<file path="src/rtl/dcache_mem_stage_if.sv">
`default_nettype none
// ============================================================================
// Module   : dcache_mem_stage_if
// Purpose  : Request/response bus between the data cache and main memory.
// Revision : 1.0
// ============================================================================
interface dcache_mem_stage_if #(
    parameter int ADDR_W = 16,
    parameter int DATA_W = 16
);
    logic              mem_req;
    logic              mem_we;
    logic [ADDR_W-1:0] mem_addr;
    logic [DATA_W-1:0] mem_wdata;
    logic              mem_ready;
    logic              mem_rvalid;
    logic [DATA_W-1:0] mem_rdata;

    modport master (
        output mem_req, mem_we, mem_addr, mem_wdata,
        input  mem_ready, mem_rvalid, mem_rdata
    );

    modport slave (
        input  mem_req, mem_we, mem_addr, mem_wdata,
        output mem_ready, mem_rvalid, mem_rdata
    );
endinterface
`default_nettype wire

</file>
<file path="src/rtl/dcache_mem_stage.sv">
`default_nettype none
// ============================================================================
// Module   : dcache_mem_stage
// Purpose  : Direct-mapped, write-through, no-write-allocate data cache with
//            block fill on load miss, flush and saturating hit/miss counters.
// Revision : 1.0
// ============================================================================
module dcache_mem_stage #(
    parameter int ADDR_W      = 16,
    parameter int DATA_W      = 16,
    parameter int SETS        = 8,
    parameter int BLOCK_WORDS = 8,
    parameter int CNT_W       = 16
) (
    input  wire logic              clk,
    input  wire logic              rst,
    input  wire logic              op,
    input  wire logic              write,
    input  wire logic [ADDR_W-1:0] address_in,
    input  wire logic [DATA_W-1:0] data_in,
    input  wire logic              flush,
    output logic      [DATA_W-1:0] data_out,
    output logic                   stall,
    dcache_mem_stage_if.master     mem,
    output logic      [CNT_W-1:0]  hit_count,
    output logic      [CNT_W-1:0]  miss_count
);

    localparam int BPW    = DATA_W / 8;
    localparam int WOFF_W = $clog2(BPW);
    localparam int BO_W   = $clog2(BLOCK_WORDS);
    localparam int OFF_W  = BO_W + WOFF_W;
    localparam int IDX_W  = $clog2(SETS);
    localparam int TAG_W  = ADDR_W - OFF_W - IDX_W;

    localparam logic [0:0]        ST_IDLE      = 1'b0;
    localparam logic [0:0]        ST_FILL      = 1'b1;
    localparam logic [BO_W:0]     c_BLOCK_CNT  = (BO_W + 1)'(BLOCK_WORDS);
    localparam logic [ADDR_W-1:0] c_ALIGN_MASK = ~ADDR_W'(BPW - 1);

    logic [0:0]        r_state;
    logic [0:0]        w_next_state;
    logic [SETS-1:0]   r_valid;
    logic [TAG_W-1:0]  r_tag  [SETS];
    logic [DATA_W-1:0] r_data [SETS][BLOCK_WORDS];
    logic [TAG_W-1:0]  r_fill_tag;
    logic [IDX_W-1:0]  r_fill_idx;
    logic [BO_W:0]     r_issue;
    logic [BO_W:0]     r_recv;
    logic              r_flush_pend;
    logic [CNT_W-1:0]  r_hit_count;
    logic [CNT_W-1:0]  r_miss_count;

    logic [IDX_W-1:0]  w_idx;
    logic [TAG_W-1:0]  w_tag;
    logic [BO_W-1:0]   w_word;
    logic              w_hit;
    logic              w_load;
    logic              w_store;
    logic              w_issue_accept;
    logic              w_fill_done;
    logic [ADDR_W-1:0] w_fill_addr;

    assign w_idx   = address_in[OFF_W +: IDX_W];
    assign w_tag   = address_in[ADDR_W-1 -: TAG_W];
    assign w_word  = address_in[WOFF_W +: BO_W];
    assign w_hit   = r_valid[w_idx] && (r_tag[w_idx] == w_tag);
    assign w_load  = op && !write;
    assign w_store = op && write;

    assign w_issue_accept = (r_state == ST_FILL) && (r_issue < c_BLOCK_CNT) && mem.mem_ready;
    assign w_fill_done    = (r_state == ST_FILL) && mem.mem_rvalid && (r_recv == c_BLOCK_CNT - 1'b1);
    assign w_fill_addr    = {r_fill_tag, r_fill_idx, {OFF_W{1'b0}}}
                          | (ADDR_W'(r_issue[BO_W-1:0]) << WOFF_W);

    assign hit_count  = r_hit_count;
    assign miss_count = r_miss_count;

    // State register
    always_ff @(posedge clk or posedge rst) begin
        if (rst) begin
            r_state <= ST_IDLE;
        end else begin
            r_state <= w_next_state;
        end
    end

    // Next-state logic
    always_comb begin
        w_next_state = r_state;
        case (r_state)
            ST_IDLE: if (w_load && !w_hit) w_next_state = ST_FILL;
            ST_FILL: if (w_fill_done)      w_next_state = ST_IDLE;
            default:                       w_next_state = ST_IDLE;
        endcase
    end

    // Outputs are forced low while rst is asserted so the reset is visible at once
    always_comb begin
        data_out      = '0;
        stall         = 1'b0;
        mem.mem_req   = 1'b0;
        mem.mem_we    = 1'b0;
        mem.mem_addr  = '0;
        mem.mem_wdata = '0;
        if (!rst) begin
            case (r_state)
                ST_IDLE: begin
                    if (w_store) begin
                        mem.mem_req   = 1'b1;
                        mem.mem_we    = 1'b1;
                        mem.mem_addr  = address_in & c_ALIGN_MASK;
                        mem.mem_wdata = data_in;
                        stall         = !mem.mem_ready;
                    end else if (w_load) begin
                        if (w_hit) data_out = r_data[w_idx][w_word];
                        else       stall    = 1'b1;
                    end
                end
                ST_FILL: begin
                    stall        = 1'b1;
                    mem.mem_req  = (r_issue < c_BLOCK_CNT);
                    mem.mem_addr = w_fill_addr;
                end
                default: ;
            endcase
        end
    end

    // Control state: valid bits, fill bookkeeping, counters
    always_ff @(posedge clk or posedge rst) begin
        if (rst) begin
            r_valid      <= '0;
            r_fill_tag   <= '0;
            r_fill_idx   <= '0;
            r_issue      <= '0;
            r_recv       <= '0;
            r_flush_pend <= 1'b0;
            r_hit_count  <= '0;
            r_miss_count <= '0;
        end else begin
            case (r_state)
                ST_IDLE: begin
                    if (w_load && w_hit && (r_hit_count != '1))
                        r_hit_count <= r_hit_count + 1'b1;
                    if (w_load && !w_hit) begin
                        if (r_miss_count != '1) r_miss_count <= r_miss_count + 1'b1;
                        r_fill_tag <= w_tag;
                        r_fill_idx <= w_idx;
                        r_issue    <= '0;
                        r_recv     <= '0;
                    end
                    // The victim line is invalidated up front since its words are overwritten during the fill
                    if (flush)                 r_valid        <= '0;
                    else if (w_load && !w_hit) r_valid[w_idx] <= 1'b0;
                end
                ST_FILL: begin
                    if (w_issue_accept) r_issue      <= r_issue + 1'b1;
                    if (mem.mem_rvalid) r_recv       <= r_recv + 1'b1;
                    if (flush)          r_flush_pend <= 1'b1;
                    if (w_fill_done) begin
                        if (r_flush_pend || flush) r_valid             <= '0;
                        else                       r_valid[r_fill_idx] <= 1'b1;
                        r_flush_pend <= 1'b0;
                    end
                end
                default: ;
            endcase
        end
    end

    // Line storage carries no reset; validity alone qualifies its contents
    always_ff @(posedge clk) begin
        if (!rst) begin
            if ((r_state == ST_FILL) && mem.mem_rvalid)
                r_data[r_fill_idx][r_recv[BO_W-1:0]] <= mem.mem_rdata;
            if (w_fill_done)
                r_tag[r_fill_idx] <= r_fill_tag;
            if ((r_state == ST_IDLE) && w_store && mem.mem_ready && w_hit)
                r_data[w_idx][w_word] <= data_in;
        end
    end

endmodule
`default_nettype wire

</file>
<file path="src/flat_wrapper.sv">
// flat-port wrapper written by rule: the top's interface ports become plain ports
module dcache_mem_stage_flat 
#(
    parameter int ADDR_W      = 16,
    parameter int DATA_W      = 16,
    parameter int SETS        = 8,
    parameter int BLOCK_WORDS = 8,
    parameter int CNT_W       = 16
)
  (clk, rst, op, write, address_in, data_in, flush, data_out, stall, hit_count, miss_count, mem_mem_req, mem_mem_we, mem_mem_addr, mem_mem_wdata, mem_mem_ready, mem_mem_rvalid, mem_mem_rdata);
  dcache_mem_stage_if #(.ADDR_W(ADDR_W), .DATA_W(DATA_W)) mem_i ();
  input  wire logic clk;
  input  wire logic rst;
  input  wire logic op;
  input  wire logic write;
  input  wire logic [ADDR_W-1:0] address_in;
  input  wire logic [DATA_W-1:0] data_in;
  input  wire logic flush;
  output logic      [DATA_W-1:0] data_out;
  output logic stall;
  output logic      [CNT_W-1:0] hit_count;
  output logic      [CNT_W-1:0] miss_count;
  output wire logic [$bits(mem_i.mem_req)-1:0] mem_mem_req;
  output wire logic [$bits(mem_i.mem_we)-1:0] mem_mem_we;
  output wire logic [$bits(mem_i.mem_addr)-1:0] mem_mem_addr;
  output wire logic [$bits(mem_i.mem_wdata)-1:0] mem_mem_wdata;
  input wire logic [$bits(mem_i.mem_ready)-1:0] mem_mem_ready;
  input wire logic [$bits(mem_i.mem_rvalid)-1:0] mem_mem_rvalid;
  input wire logic [$bits(mem_i.mem_rdata)-1:0] mem_mem_rdata;
  assign mem_mem_req = mem_i.mem_req;
  assign mem_mem_we = mem_i.mem_we;
  assign mem_mem_addr = mem_i.mem_addr;
  assign mem_mem_wdata = mem_i.mem_wdata;
  assign mem_i.mem_ready = mem_mem_ready;
  assign mem_i.mem_rvalid = mem_mem_rvalid;
  assign mem_i.mem_rdata = mem_mem_rdata;
  dcache_mem_stage #(.ADDR_W(ADDR_W), .DATA_W(DATA_W), .SETS(SETS), .BLOCK_WORDS(BLOCK_WORDS), .CNT_W(CNT_W)) u_core (.clk(clk), .rst(rst), .op(op), .write(write), .address_in(address_in), .data_in(data_in), .flush(flush), .data_out(data_out), .stall(stall), .mem(mem_i), .hit_count(hit_count), .miss_count(miss_count));
endmodule
</file>
<file path="config.mk">
export PLATFORM = sky130hd
export DESIGN_NAME = dcache_mem_stage_flat
export DESIGN_NICKNAME = d
export VERILOG_FILES = /design/src/rtl/dcache_mem_stage_if.sv /design/src/rtl/dcache_mem_stage.sv /design/src/flat_wrapper.sv
export SDC_FILE = /design/constraint.sdc
export NUM_CORES = 1
export LEC_CHECK = 0
export BUFFER_PORTS_ARGS = -buffer_cell sky130_fd_sc_hd__buf_2
export CELL_PAD_IN_SITES_DETAIL_PLACEMENT = 0
export CELL_PAD_IN_SITES_GLOBAL_PLACEMENT = 2
export CORE_ASPECT_RATIO = 1.4
export CORE_UTILIZATION = 47
export DETAILED_ROUTE_END_ITERATION = 10
export PLACE_DENSITY_LB_ADDON = 0.1
export SLEW_MARGIN = 20
export SYNTH_ARGS = -nofsm -noshare
export SYNTH_HDL_FRONTEND = slang
export SYNTH_SLANG_ARGS = --single-unit
</file>
<file path="constraint.sdc">
create_clock -name clk -period 5.4 [get_ports clk]
set_input_delay 0.54 -clock clk [delete_from_list [all_inputs] [get_ports clk]]
set_output_delay 0.54 -clock clk [all_outputs]
set_load 0.05 [all_outputs]
</file>
; ---- Word level (Yosys, flattened, before mapping)
; Memory sizes are Yosys's and may differ from the RTL's.
; Index checks and enable logic that the tools add are counted.
[word_totals]
ramBits = 1096
romBits = 0
output_inout_bits = 83
word_cells = 131
mem_count = 2
latchBits = 0
in_bits = 55
regBits = 62
[classes]
shifts = 0
add_sub_neg = 4
n_eq_ne = 9
n_reduce_logical = 30
multipliers = 0
bitwise_logic = 7
n_mux = 61
n_lt_le_gt_ge = 9
n_div = 0
[mem_list]
columns = name, words, width, rd, rd_ports_with_merged_regs, write_ports, line
row1 = u_core.r_data, 8, 128, 1, 0, 1, dcache_mem_stage.sv:45  ; logic [DATA_W-1:0] r_data [SETS][BLOCK_WORDS];
row2 = u_core.r_tag, 8, 9, 1, 0, 1, dcache_mem_stage.sv:44  ; logic [TAG_W-1:0] r_tag [SETS];
[op_table]
columns = op, n
row1 = 128-bit 2-to-1 mux, 4
row2 = 16-bit 2-to-1 mux, 14
row3 = 128-bit OR reduction, 1
row4 = 16-bit demux with 3-bit select, 2
row5 = 16-bit binary-select mux with 3-bit select, 1
row6 = "16-bit by 1-bit adder with 16-bit output, second input constant", 2
row7 = 8-bit 2-to-1 mux, 4
row8 = "16-bit != test, second input constant", 2
row9 = 16-bit one-hot mux with 2 select lines, 1
row10 = 1-bit 2-to-1 mux, 22
row11 = 1-bit logical AND, 17
row12 = 16-bit by 4-bit OR with 16-bit output, 1
row13 = 4-bit one-hot mux with 2 select lines, 2
row14 = 8-bit one-hot mux with 2 select lines, 1
row15 = 4-bit 2-to-1 mux, 3
row16 = 2-bit AND reduction, 6
row17 = 9-bit == test, 1
row18 = "4-bit by 1-bit adder with 4-bit output, second input constant", 2
row19 = 8-bit AND, 1
row20 = "4-bit >= comparator, second input constant", 2
row21 = "3-bit by 4-bit < comparator with 1-bit output, second input constant", 2
row22 = "4-bit by 1-bit < comparator with 1-bit output, second input constant", 2
row23 = 3-bit inverter with 4-bit output, 2
row24 = 8-bit inverter, 1
row25 = 16 further kinds, 24

; ---- Logic depth before layout (Yosys ltp)
; Gate-level depths: netlist of the first run.
[logic_depth]
word_depth = 9
depth_mapped = 12
mapped_depth_nobuf = 7

; ---- Worst setup path before layout of the first run
; Ideal clock, no wire load.
[synth_path]
path_kind = input -> output
from = input address_in[5]
to = output data_out[12]
required_ns = 4.860
setup_slack_ns = 0.559
n_path_buf = 1
arrival_ns = 4.301
cell_stages = 8
path_cell_list = buf_2 -> mux4_2 -> mux2i_1 -> xnor2_1 -> or4_4 -> nor3_4 -> nand3_4 -> nor4b_1
[synth_between]
elab_chain_cells = 9
word_cells_on_any_way = 14
cone_classes = eq/ne: 1 / mux: 10 / reduce/logical: 1 / memory: 2
[synth_rtl]
columns = item, line
row1 = start: declaration, flat_wrapper.sv:16  ; input wire logic [ADDR_W-1:0] address_in;
row2 = memory read 8 x 128 bit, -
row3 = 16-bit binary-select mux with 3-bit select, dcache_mem_stage.sv:116  ; if (w_hit) data_out = r_data[w_idx][w_word];
row4 = 16-bit 2-to-1 mux (not written as such) (2 in a row), dcache_mem_stage.sv:116
row5 = 16-bit 2-to-1 mux (*), dcache_mem_stage.sv:116
row6 = 16-bit 2-to-1 mux (*), dcache_mem_stage.sv:115  ; end else if (w_load) begin
row7 = 16-bit 2-to-1 mux (*), dcache_mem_stage.sv:109  ; if (w_store) begin
row8 = 16-bit 2-to-1 mux (*), dcache_mem_stage.sv:107  ; case (r_state)
row9 = 16-bit 2-to-1 mux (*), dcache_mem_stage.sv:106  ; if (!rst) begin
row10 = end: declaration, flat_wrapper.sv:19  ; output logic [DATA_W-1:0] data_out;
; Mark *: on every way between the ends. The rest lies on a longest branch, timed or not. The select of a mux whose other input is x is not followed.

; ---- Worst setup path in the final report of the first run
[layout_path]
from = input address_in[4]
to = output data_out[1]
; The elaborated chain is that of the path after synthesis.

==> results of run 1 <==
-- cells by family (layout without fill, tap and decap cells) --
kind of cell / after synthesis / count (layout) / share of synthesized area (%)
flip-flops: 1158 / 1158 / 79.1
AO/OA/AOI/OAI: 730 / 730 / 10.9
AND/OR/NAND/NOR: 476 / 476 / 5.65
buffers and inverters: 170 / 543 / 1.59
multiplexers: 61 / 61 / 1.92
XOR/XNOR: 36 / 36 / 0.724
adder cells (fa/ha/maj): 4 / 4 / 0.115
other: 1 / 2 / 0.00861
-- final cells by class --
class | count | share of cell area (%)
Clock buffer | 144 | 5.73
Inverter | 8 | 0.0590
Antenna cell | 1 | 0.00491
Sequential cell | 1158 | 67.7
Clock inverter | 61 | 1.13
Timing Repair Buffer | 330 | 5.43
Multi-Input combinational cell | 1308 | 17.0
Tap cell | 1197 | 2.94
-- how the worst min path moves through the flow --
stage / startpoint / to / cells after the start
floorplan: u_core.r_flush_pend / u_core.r_flush_pend / 2
global placement: u_core.hit_count[9] / u_core.hit_count[9] / 1
detailed placement: u_core.miss_count[11] / u_core.miss_count[11] / 1
CTS: address_in[13] / u_core.r_fill_tag[6] / 2
global route: address_in[11] / u_core.r_fill_tag[4] / 2
finish: address_in[12] / u_core.r_fill_tag[5] / 2
-- critical path, cell delays in order --
cell and delay, ns:
buf_2 0.60, buf_4 0.35, o31ai_1 0.10, a21oi_1 0.23, o221ai_1 0.19, a2111o_1 0.54, nor3_4 0.28, nand3_4 0.37
nor4_1 0.74, buf_2 0.38
-- state kept, by name, summed over array words and instances (netlist names) --
name	cells
u_core.r_state	1
u_core.miss_count	16
u_core.r_valid	8
u_core.r_issue	4
u_core.r_fill_tag	9
u_core.r_flush_pend	1
u_core.r_recv	4
u_core.hit_count	16
u_core.r_data	1024
u_core.r_fill_idx	3
u_core.r_tag	72
-- synthesized netlist by cell type (all sizes together), types with 31 or more instances --
| cell | n |
|---|---|
| nand2 | 99 |
| o221ai | 45 |
| buf | 63 |
| dfrtp | 62 |
| o22a | 44 |
| nor2 | 122 |
| nor3 | 63 |
| mux2 | 31 |
| o22ai | 468 |
| edfxtp | 1096 |
| clkbuf | 99 |
| a21oi | 108 |
| nor4 | 59 |
-- power breakdown --
group | switching (mW) | total, mW | internal [mW]
registers | 0.196 | 10.2 | 10.0
logic | 1.19 | 1.67 | 0.478
clock network | 3.31 | 7.55 | 4.24
total | 4.70 | 19.4 | 14.7
-- per-layer routing --
layer  global-route usage [%]  up-vias  part of all wire (%)  wire length, um
met2                     46.8     1189                    49            65800
li1                         -    11381                     -                -
met1                     38.1    13837                    40            53200
met5                        0        -                 0.020               27
met4                     10.7        4                   3.4             4480
met3                     4.36      210                   7.2             9590
==> results.py, run 1 <==
metrics = {
    "status": {
        "status": "finished, final reports clean",
    },
    "placed_design": {
        "pre_cts_ws_ns": 0.553,
        "place.gp.congestion": 0.855,
        "portBuffers": 135,
        "dpl.hpwl_mm": 78.6,
        "placed_cells": 4001,
        "placed_area_um2": 47400,
    },
    "grt": {
        "grt_pass1_vias": 26515,
        "grt_max_degree": 65,
        "grt_pass1_wl_mm": 189,
        "antenna_found_initial": 3,
        "overflow": 0,
        "grt_usage_pct": 28.4,
    },
    "timing": {
        "fin_skew_ns": 0.0300,
        "maxSlewViolCount": 0,
        "fmax_mhz": 203,
        "worst_pin_slew_ns": 1.19,
        "rsz0062_at_grt": "false",
        "setup_ws_ns": 0.471,
        "fin_tns_setup_ns": 0,
        "finalCritPeriodShare_pct": 91.3,
        "fin_hold_ws_ns": 0.123,
        "finalSetupViolations": 0,
        "finalHoldViolations": 0,
        "period_needed_ns": 4.93,
        "timing.slew.headroom_pct": 20.6,
    },
    "worst_setup_path": {
        "cp_max_fo": 26,
        "r2r-start": "u_core.r_tag[7][3]",
        "ff2ff_path_depth": 10,
        "crit_arrival_ns": 4.39,
        "rrSetupSlack_ns": 1.70,
        "crit_end": "data_out[1]",
        "worstSetupStartpointType": "input pin",
        "critical_path_class": "in -> out",
        "r2r_end": "u_core.r_data[5][2]",
        "critPathRequiredTime_ns": 4.86,
        "end_kind": "output pin",
        "critPathLaunch": "address_in[4]",
    },
    "synthesis": {
        "synth_flop_cell": "edfxtp_1",
        "synth.cell_area_um2": 43500,
        "ys_types": 65,
        "synth_nets": 2695,
        "synth_largest_area_cell": "edfxtp_1",
        "yosysSeqAreaShare_pct": 79.1,
        "synthTopCellsByArea": "edfxtp_1 (76%), o22ai_1 (6.7%), dfrtp_1 (3.6%), a21oi_1 (1.2%), nor2_1 (1.1%)",
        "async_flop_share_pct": 5.35,
        "synth_top_area_share_pct": 75.6,
        "ys_warn_count": 0,
        "synth_cells": 2636,
        "avgSynthCellArea_um2": 16.5,
        "synth-edff-count": 1096,
        "ys_ff_latch": 1158,
    },
    "cts": {
        "cts_resized": 0,
        "numCtsBuffers": 109,
        "cts_max_level": 3,
        "cts_sinks": 1158,
        "insertion_delay_ns": 0.71,
        "postCtsSetupRepairBufs": 0,
        "path_clk_slew_ns": 0.06,
        "root_buffer": "clkbuf_16",
        "cts-hold-fix-buffers": 0,
        "ctsLongestPathBuffers": 3,
        "tritoncts": "done",
    },
    "power_and_ir_drop": {
        "power_density_nw_per_um2": 382,
        "power_mw": 19.4,
        "leakagePower_nw": 16.5,
        "peakVddDrop_v": 0.000350,
    },
    "route": {
        "drtPass1Iterations": 5,
        "first_iter_violations": 3088,
        "via_per_inst": 6.33,
        "avgRoutedWirePerCell_um": 31.6,
        "final_antenna_net_count": 0,
        "drcViolationCount": 0,
        "drt_wl_total_mm": 133,
        "route.vias.total": 26621,
    },
    "die": {
        "chipWidth_um": 259,
        "ioPinCount": 138,
        "die_h_um": 362,
        "core_um2": 91500,
        "row_count": 131,
        "die-area_um2": 93900,
        "start_util_pct": 47.6,
    },
    "final_layout": {
        "fillers": 7244,
        "synthToLayoutAreaGrowth_pct": 17.0,
        "layout_commonest_cell": "edfxtp_1",
        "design_area_um2": 50900,
        "multi_input_area_um2": 8680,
        "drive_gt1_share_pct": 20.5,
        "final_nets": 2974,
        "stdcell_count": 4207,
        "final_core_util_pct": 55.7,
        "final-seq-area_um2": 34500,
        "final_cell_mix": "edfxtp_1 (1096), o22ai_1 (468), buf_4 (145), buf_2 (135), nor2_1 (118)",
    },
    "min_path": {
        "min_path_type": "in -> reg",
    },
    "job": {
        "cap_violations": 0,
    },
}
No activity file was read; power rests on OpenSTA's default activity.
==> run 2, diff against run 1 <==
--- a/config.mk
+++ b/config.mk
@@ -8,7 +8,6 @@
 export BUFFER_PORTS_ARGS = -buffer_cell sky130_fd_sc_hd__buf_2
 export CELL_PAD_IN_SITES_DETAIL_PLACEMENT = 0
 export CELL_PAD_IN_SITES_GLOBAL_PLACEMENT = 2
-export CORE_ASPECT_RATIO = 1.4
 export CORE_UTILIZATION = 47
 export DETAILED_ROUTE_END_ITERATION = 10
 export PLACE_DENSITY_LB_ADDON = 0.1
==> results.py, run 2 (synthesis results as in run 1) <==
metrics = {
    "status": {
        "status": "finished, final reports clean",
    },
    "cts": {
        "tritoncts": "done",
        "cts_resized": 0,
        "postCtsSetupRepairBufs": 0,
        "numCtsBuffers": 118,
        "root_buffer": "clkbuf_16",
        "ctsLongestPathBuffers": 3,
        "path_clk_slew_ns": 0.07,
        "insertion_delay_ns": 0.71,
        "cts_sinks": 1158,
        "cts-hold-fix-buffers": 0,
        "cts_max_level": 3,
    },
    "worst_setup_path": {
        "path_cells": "buf_2 -> buf_4 -> nor2_1 -> a211oi_1 -> o221ai_1 -> a2111o_1 -> nor3_4 -> nand3_4 -> nor4_1 -> buf_4 -> buf_12",
        "critPathRequiredTime_ns": 4.86,
        "crit_top_cell": "buf_4",
        "ff2ff_path_depth": 9,
        "end_kind": "output pin",
        "slowest_stage": "nor4_1",
        "worstSetupStartpointType": "input pin",
        "slowest_delay_ns": 0.79,
        "rrSetupSlack_ns": 1.46,
        "cp_max_fo": 31,
        "r2r_end": "u_core.r_data[2][26]",
        "critical_path_class": "in -> out",
        "r2r-start": "u_core.r_tag[6][3]",
        "crit_arrival_ns": 4.34,
    },
    "route": {
        "avgRoutedWirePerCell_um": 31.1,
        "route.vias.total": 26554,
        "first_iter_violations": 2893,
        "final_antenna_net_count": 0,
        "drt_wl_total_mm": 131,
        "via_per_inst": 6.32,
        "drcViolationCount": 0,
        "drtPass1Iterations": 5,
    },
    "final_layout": {
        "drive_gt1_share_pct": 21.0,
        "design_area_um2": 51000,
        "stdcell_count": 4202,
        "final_nets": 2972,
        "regMostFlops": "u_core.r_data",
        "synthToLayoutAreaGrowth_pct": 17.2,
        "top_regs": "u_core.r_data (1024), u_core.r_tag (72)",
        "final_cell_mix": "edfxtp_1 (1096), o22ai_1 (468), buf_4 (166), buf_2 (130), clkbuf_16 (120)",
        "layout_commonest_cell": "edfxtp_1",
        "final_core_util_pct": 55.7,
        "largest_register_ffs": 1024,
    },
    "die": {
        "start_util_pct": 47.5,
        "row_count": 111,
        "die_h_um": 306,
        "ioPinCount": 138,
        "core_um2": 91700,
        "chipWidth_um": 306,
        "die-area_um2": 93900,
    },
    "grt": {
        "grt_pass1_vias": 26509,
        "grt_max_degree": 65,
        "overflow": 0,
        "use_met3_pct": 4.31,
        "grt_usage_pct": 27.9,
        "grt_pass1_wl_mm": 188,
        "use_met1_pct": 39.1,
        "grt-busiest-layer": "met2",
        "antenna_found_initial": 4,
        "gr-usage-met2_pct": 45.6,
    },
    "timing": {
        "worst_pin_slew_ns": 1.28,
        "finalHoldViolations": 0,
        "finalCritPeriodShare_pct": 90.4,
        "finalSetupViolations": 0,
        "fin_skew_ns": 0.0222,
        "fin_tns_setup_ns": 0,
        "rsz0062_at_grt": "false",
        "timing.slew.headroom_pct": 14.6,
        "maxSlewViolCount": 0,
        "fmax_mhz": 205,
        "period_needed_ns": 4.88,
    },
    "placed_design": {
        "dpl.hpwl_mm": 75.7,
        "portBuffers": 135,
        "placed_cells": 3979,
        "place.gp.congestion": 0.838,
        "placed_area_um2": 47000,
    },
    "min_path": {
        "holdPathStages": 2,
        "worstHoldEndpoint": "u_core.r_fill_tag[5]",
        "min_path_type": "in -> reg",
        "hp-start": "address_in[12]",
    },
    "power_and_ir_drop": {
        "power_density_nw_per_um2": 396,
        "leakagePower_nw": 16.6,
        "peakVddDrop_v": 0.000346,
    },
    "job": {
        "cap_violations": 0,
    },
}
## run 2: routing by layer
metal / vias to the layer above / routed length, um
met2: 1213 / 62900
met3: 175 / 10100
li1: 11413 / -
met4: 0 / 3230
met5: - / 0
met1: 13753 / 54400
## run 2: how the worst max path moves through the flow
stage                  startpoint  cells past startpoint            to  slack (ns)
floorplan           address_in[5]                      8  data_out[12]        0.56
global placement    address_in[4]                     11   data_out[4]        0.40
detailed placement  address_in[4]                     11   data_out[4]        0.40
CTS                 address_in[4]                     11   data_out[4]        0.40
global route        address_in[4]                     11   data_out[4]        0.28
finish              address_in[4]                     11   data_out[4]        0.52
## run 2: stage by stage
stage / total power [mW] / worst slack, ns / hold slack, ns
global route: 20.7 / 0.284 / 0.111
finish: 20.2 / 0.520 / 0.125
global placement: 12.0 / 0.398 / 0.483
CTS: 20.3 / 0.396 / 0.0909
detailed placement: 12.0 / 0.398 / 0.495
floorplan: 11.3 / 0.559 / 0.483
## run 2: report_power, final
| part | switching (mW) | total, mW | internal, mW |
|---|---|---|---|
| combinational | 1.15 | 1.59 | 0.440 |
| clock | 3.42 | 8.37 | 4.96 |
| sequential | 0.195 | 10.2 | 10.0 |
| total | 4.77 | 20.2 | 15.4 |
## run 2: final cells by class
cell class	instances	area, um^2
well taps	1186	1480
fillers	7161	40600
flip-flops and latches	1158	34500
diodes	3	7.51
clock buffers	139	3090
clock inverters	81	925
inverters	8	30.0
repair buffers	319	2360
multi-input cells	1308	8680
## run 2: critical path, delay by kind of cell
kind	cells	cell delay [ns]
buffers and inverters	4	1.15
and+or+nand+nor	4	1.53
AOI/OAI and AO/OA	3	1.07
==> run 3, diff against run 2 <==
==> constraint.sdc (replaced) <==
create_clock -name clk -period 4.76 [get_ports clk]
set_input_delay 0.476 -clock clk [delete_from_list [all_inputs] [get_ports clk]]
set_output_delay 0.476 -clock clk [all_outputs]
set_load 0.05 [all_outputs]
==> results.py, run 3 (synthesis results as in run 1) <==
metrics = {
    "final_layout": {
        "final_cell_mix": "edfxtp_1 (1096), o22ai_1 (468), buf_4 (198), nor2_1 (119), buf_2 (119)",
        "layout_commonest_cell": "edfxtp_1",
        "final-seq-area_um2": 34500,
        "regMostFlops": "u_core.r_data",
        "multi_input_area_um2": 8670,
        "design_area_um2": 51400,
        "largest_register_ffs": 1024,
        "top_regs": "u_core.r_data (1024), u_core.r_tag (72)",
        "drive_gt1_share_pct": 21.5,
        "fillers": 7075,
        "final_nets": 3015,
        "synthToLayoutAreaGrowth_pct": 18.1,
    },
    "cts": {
        "path_clk_slew_ns": 0.06,
        "ctsLongestPathBuffers": 3,
        "insertion_delay_ns": 0.71,
        "numCtsBuffers": 115,
        "root_buffer": "clkbuf_16",
        "cts_sinks": 1158,
        "postCtsSetupRepairBufs": 0,
        "tritoncts": "done",
        "cts-hold-fix-buffers": 0,
        "cts_max_level": 3,
        "cts_resized": 0,
    },
    "job": {
        "cap_violations": 0,
    },
    "die": {
        "core_um2": 91700,
        "die_h_um": 306,
        "row_count": 111,
        "ioPinCount": 138,
        "die-area_um2": 93900,
        "start_util_pct": 47.5,
        "chipWidth_um": 306,
    },
    "timing": {
        "finalSetupViolations": 0,
        "maxSlewViolCount": 0,
        "timing.slew.headroom_pct": 23.1,
        "fin_hold_ws_ns": 0.0924,
        "rsz0062_at_grt": "false",
        "finalCritPeriodShare_pct": 93.6,
        "finalHoldViolations": 0,
        "fmax_mhz": 224,
        "fin_skew_ns": 0.0430,
        "period_needed_ns": 4.46,
        "fin_tns_setup_ns": 0,
        "worst_pin_slew_ns": 1.15,
    },
    "worst_setup_path": {
        "slowest_delay_ns": 0.43,
        "ff2ff_path_depth": 8,
        "critPathRequiredTime_ns": 4.28,
        "end_kind": "output pin",
        "r2r-start": "u_core.r_state",
        "crit_arrival_ns": 3.98,
        "slowest_stage": "or4_1",
        "rrSetupSlack_ns": 1.08,
        "r2r_end": "u_core.r_data[7][118]",
        "worstSetupStartpointType": "input pin",
        "critPathLaunch": "address_in[4]",
        "crit_end": "data_out[15]",
        "critical_path_class": "in -> out",
        "cp_max_fo": 30,
        "path_cells": "buf_2 -> buf_4 -> or3b_4 -> buf_12 -> buf_12 -> o22a_1 -> o221ai_1 -> nor3_1 -> buf_4 -> o22ai_1 -> or4_1 -> nor2_1 -> buf_4 -> buf_12",
    },
    "min_path": {
        "min_path_type": "in -> reg",
    },
    "route": {
        "drtPass1Iterations": 8,
        "via_per_inst": 6.29,
        "drcViolationCount": 0,
        "route.vias.total": 26703,
        "final_antenna_net_count": 0,
        "drt_wl_total_mm": 131,
        "first_iter_violations": 2855,
        "avgRoutedWirePerCell_um": 30.9,
    },
    "grt": {
        "antenna_found_initial": 6,
        "use_met3_pct": 5.56,
        "grt_pass1_vias": 26487,
        "gr-usage-met2_pct": 44.1,
        "grt_pass1_wl_mm": 187,
        "grt_usage_pct": 27.9,
        "use_met1_pct": 38.2,
        "grt_max_degree": 65,
        "grt-busiest-layer": "met2",
        "overflow": 0,
    },
    "status": {
        "status": "finished, final reports clean",
    },
    "placed_design": {
        "placed_area_um2": 47700,
        "portBuffers": 135,
        "place.gp.congestion": 0.848,
        "dpl.hpwl_mm": 76.9,
    },
    "power_and_ir_drop": {
        "power_mw": 22.4,
        "leakagePower_nw": 16.8,
        "power_density_nw_per_um2": 436,
        "peakVddDrop_v": 0.000287,
    },
}
## run 3: cell types whose count changed in the layout (fill, tap and decap cells not counted), sizes merged, moves of 2 or more
cell,before,now
clkinvlp,6,2
buf,319,365
clkinv,54,64
inv,11,9
bufinv,18,13
## run 3: power breakdown
group / internal (mW) / switching, mW
logic: 0.532 / 1.31
clock network: 5.16 / 3.81
registers: 11.4 / 0.227
total: 17.1 / 5.35
## run 3: stage by stage
stage / utilization (%) / setup WS, ns / instances
6_report: 56.1 / 0.304 / 4245
5_1_grt: 56.1 / 0.106 / 4243
4_1_cts: 56.1 / 0.288 / 4243
3_5_place_dp: 52.0 / 0.270 / 4025
3_3_place_gp: 52.0 / 0.278 / 4025
2_1_floorplan: - / 0.0465 / 2636
## run 3: final cells by class
class | instances | share of cell area, %
multi-input cells | 1308 | 16.9
well taps | 1186 | 2.89
clock buffers | 138 | 5.80
clock inverters | 80 | 1.47
diodes | 2 | 0.00973
flip-flops and latches | 1158 | 67.0
inverters | 8 | 0.0584
repair buffers | 365 | 5.92
## run 3: worst min path at each step
stage                               from                    to  slack, ns  depth (start not counted)
CTS                                flush   u_core.r_flush_pend       0.05                          3
global route              address_in[12]  u_core.r_fill_tag[5]       0.08                          2
finish                             flush   u_core.r_flush_pend       0.09                          3
detailed placement  u_core.hit_count[13]  u_core.hit_count[13]       0.48                          1
floorplan            u_core.r_flush_pend   u_core.r_flush_pend       0.48                          2
global placement     u_core.hit_count[7]   u_core.hit_count[7]       0.48                          1
## run 3: worst max-delay path, delay by kind of cell
kind	cells	cell delay [ns]
buffers and inverters	7	1.77
AO/OA/AOI/OAI	3	0.38
AND/OR/NAND/NOR	4	1.30
## run 3: layer usage
| metal | share of wire (%) | wire, um |
|---|---|---|
| met5 | 0.029 | 38 |
| met3 | 7.9 | 10400 |
| met1 | 41 | 53800 |
| met2 | 47 | 61700 |
| met4 | 4.1 | 5340 |
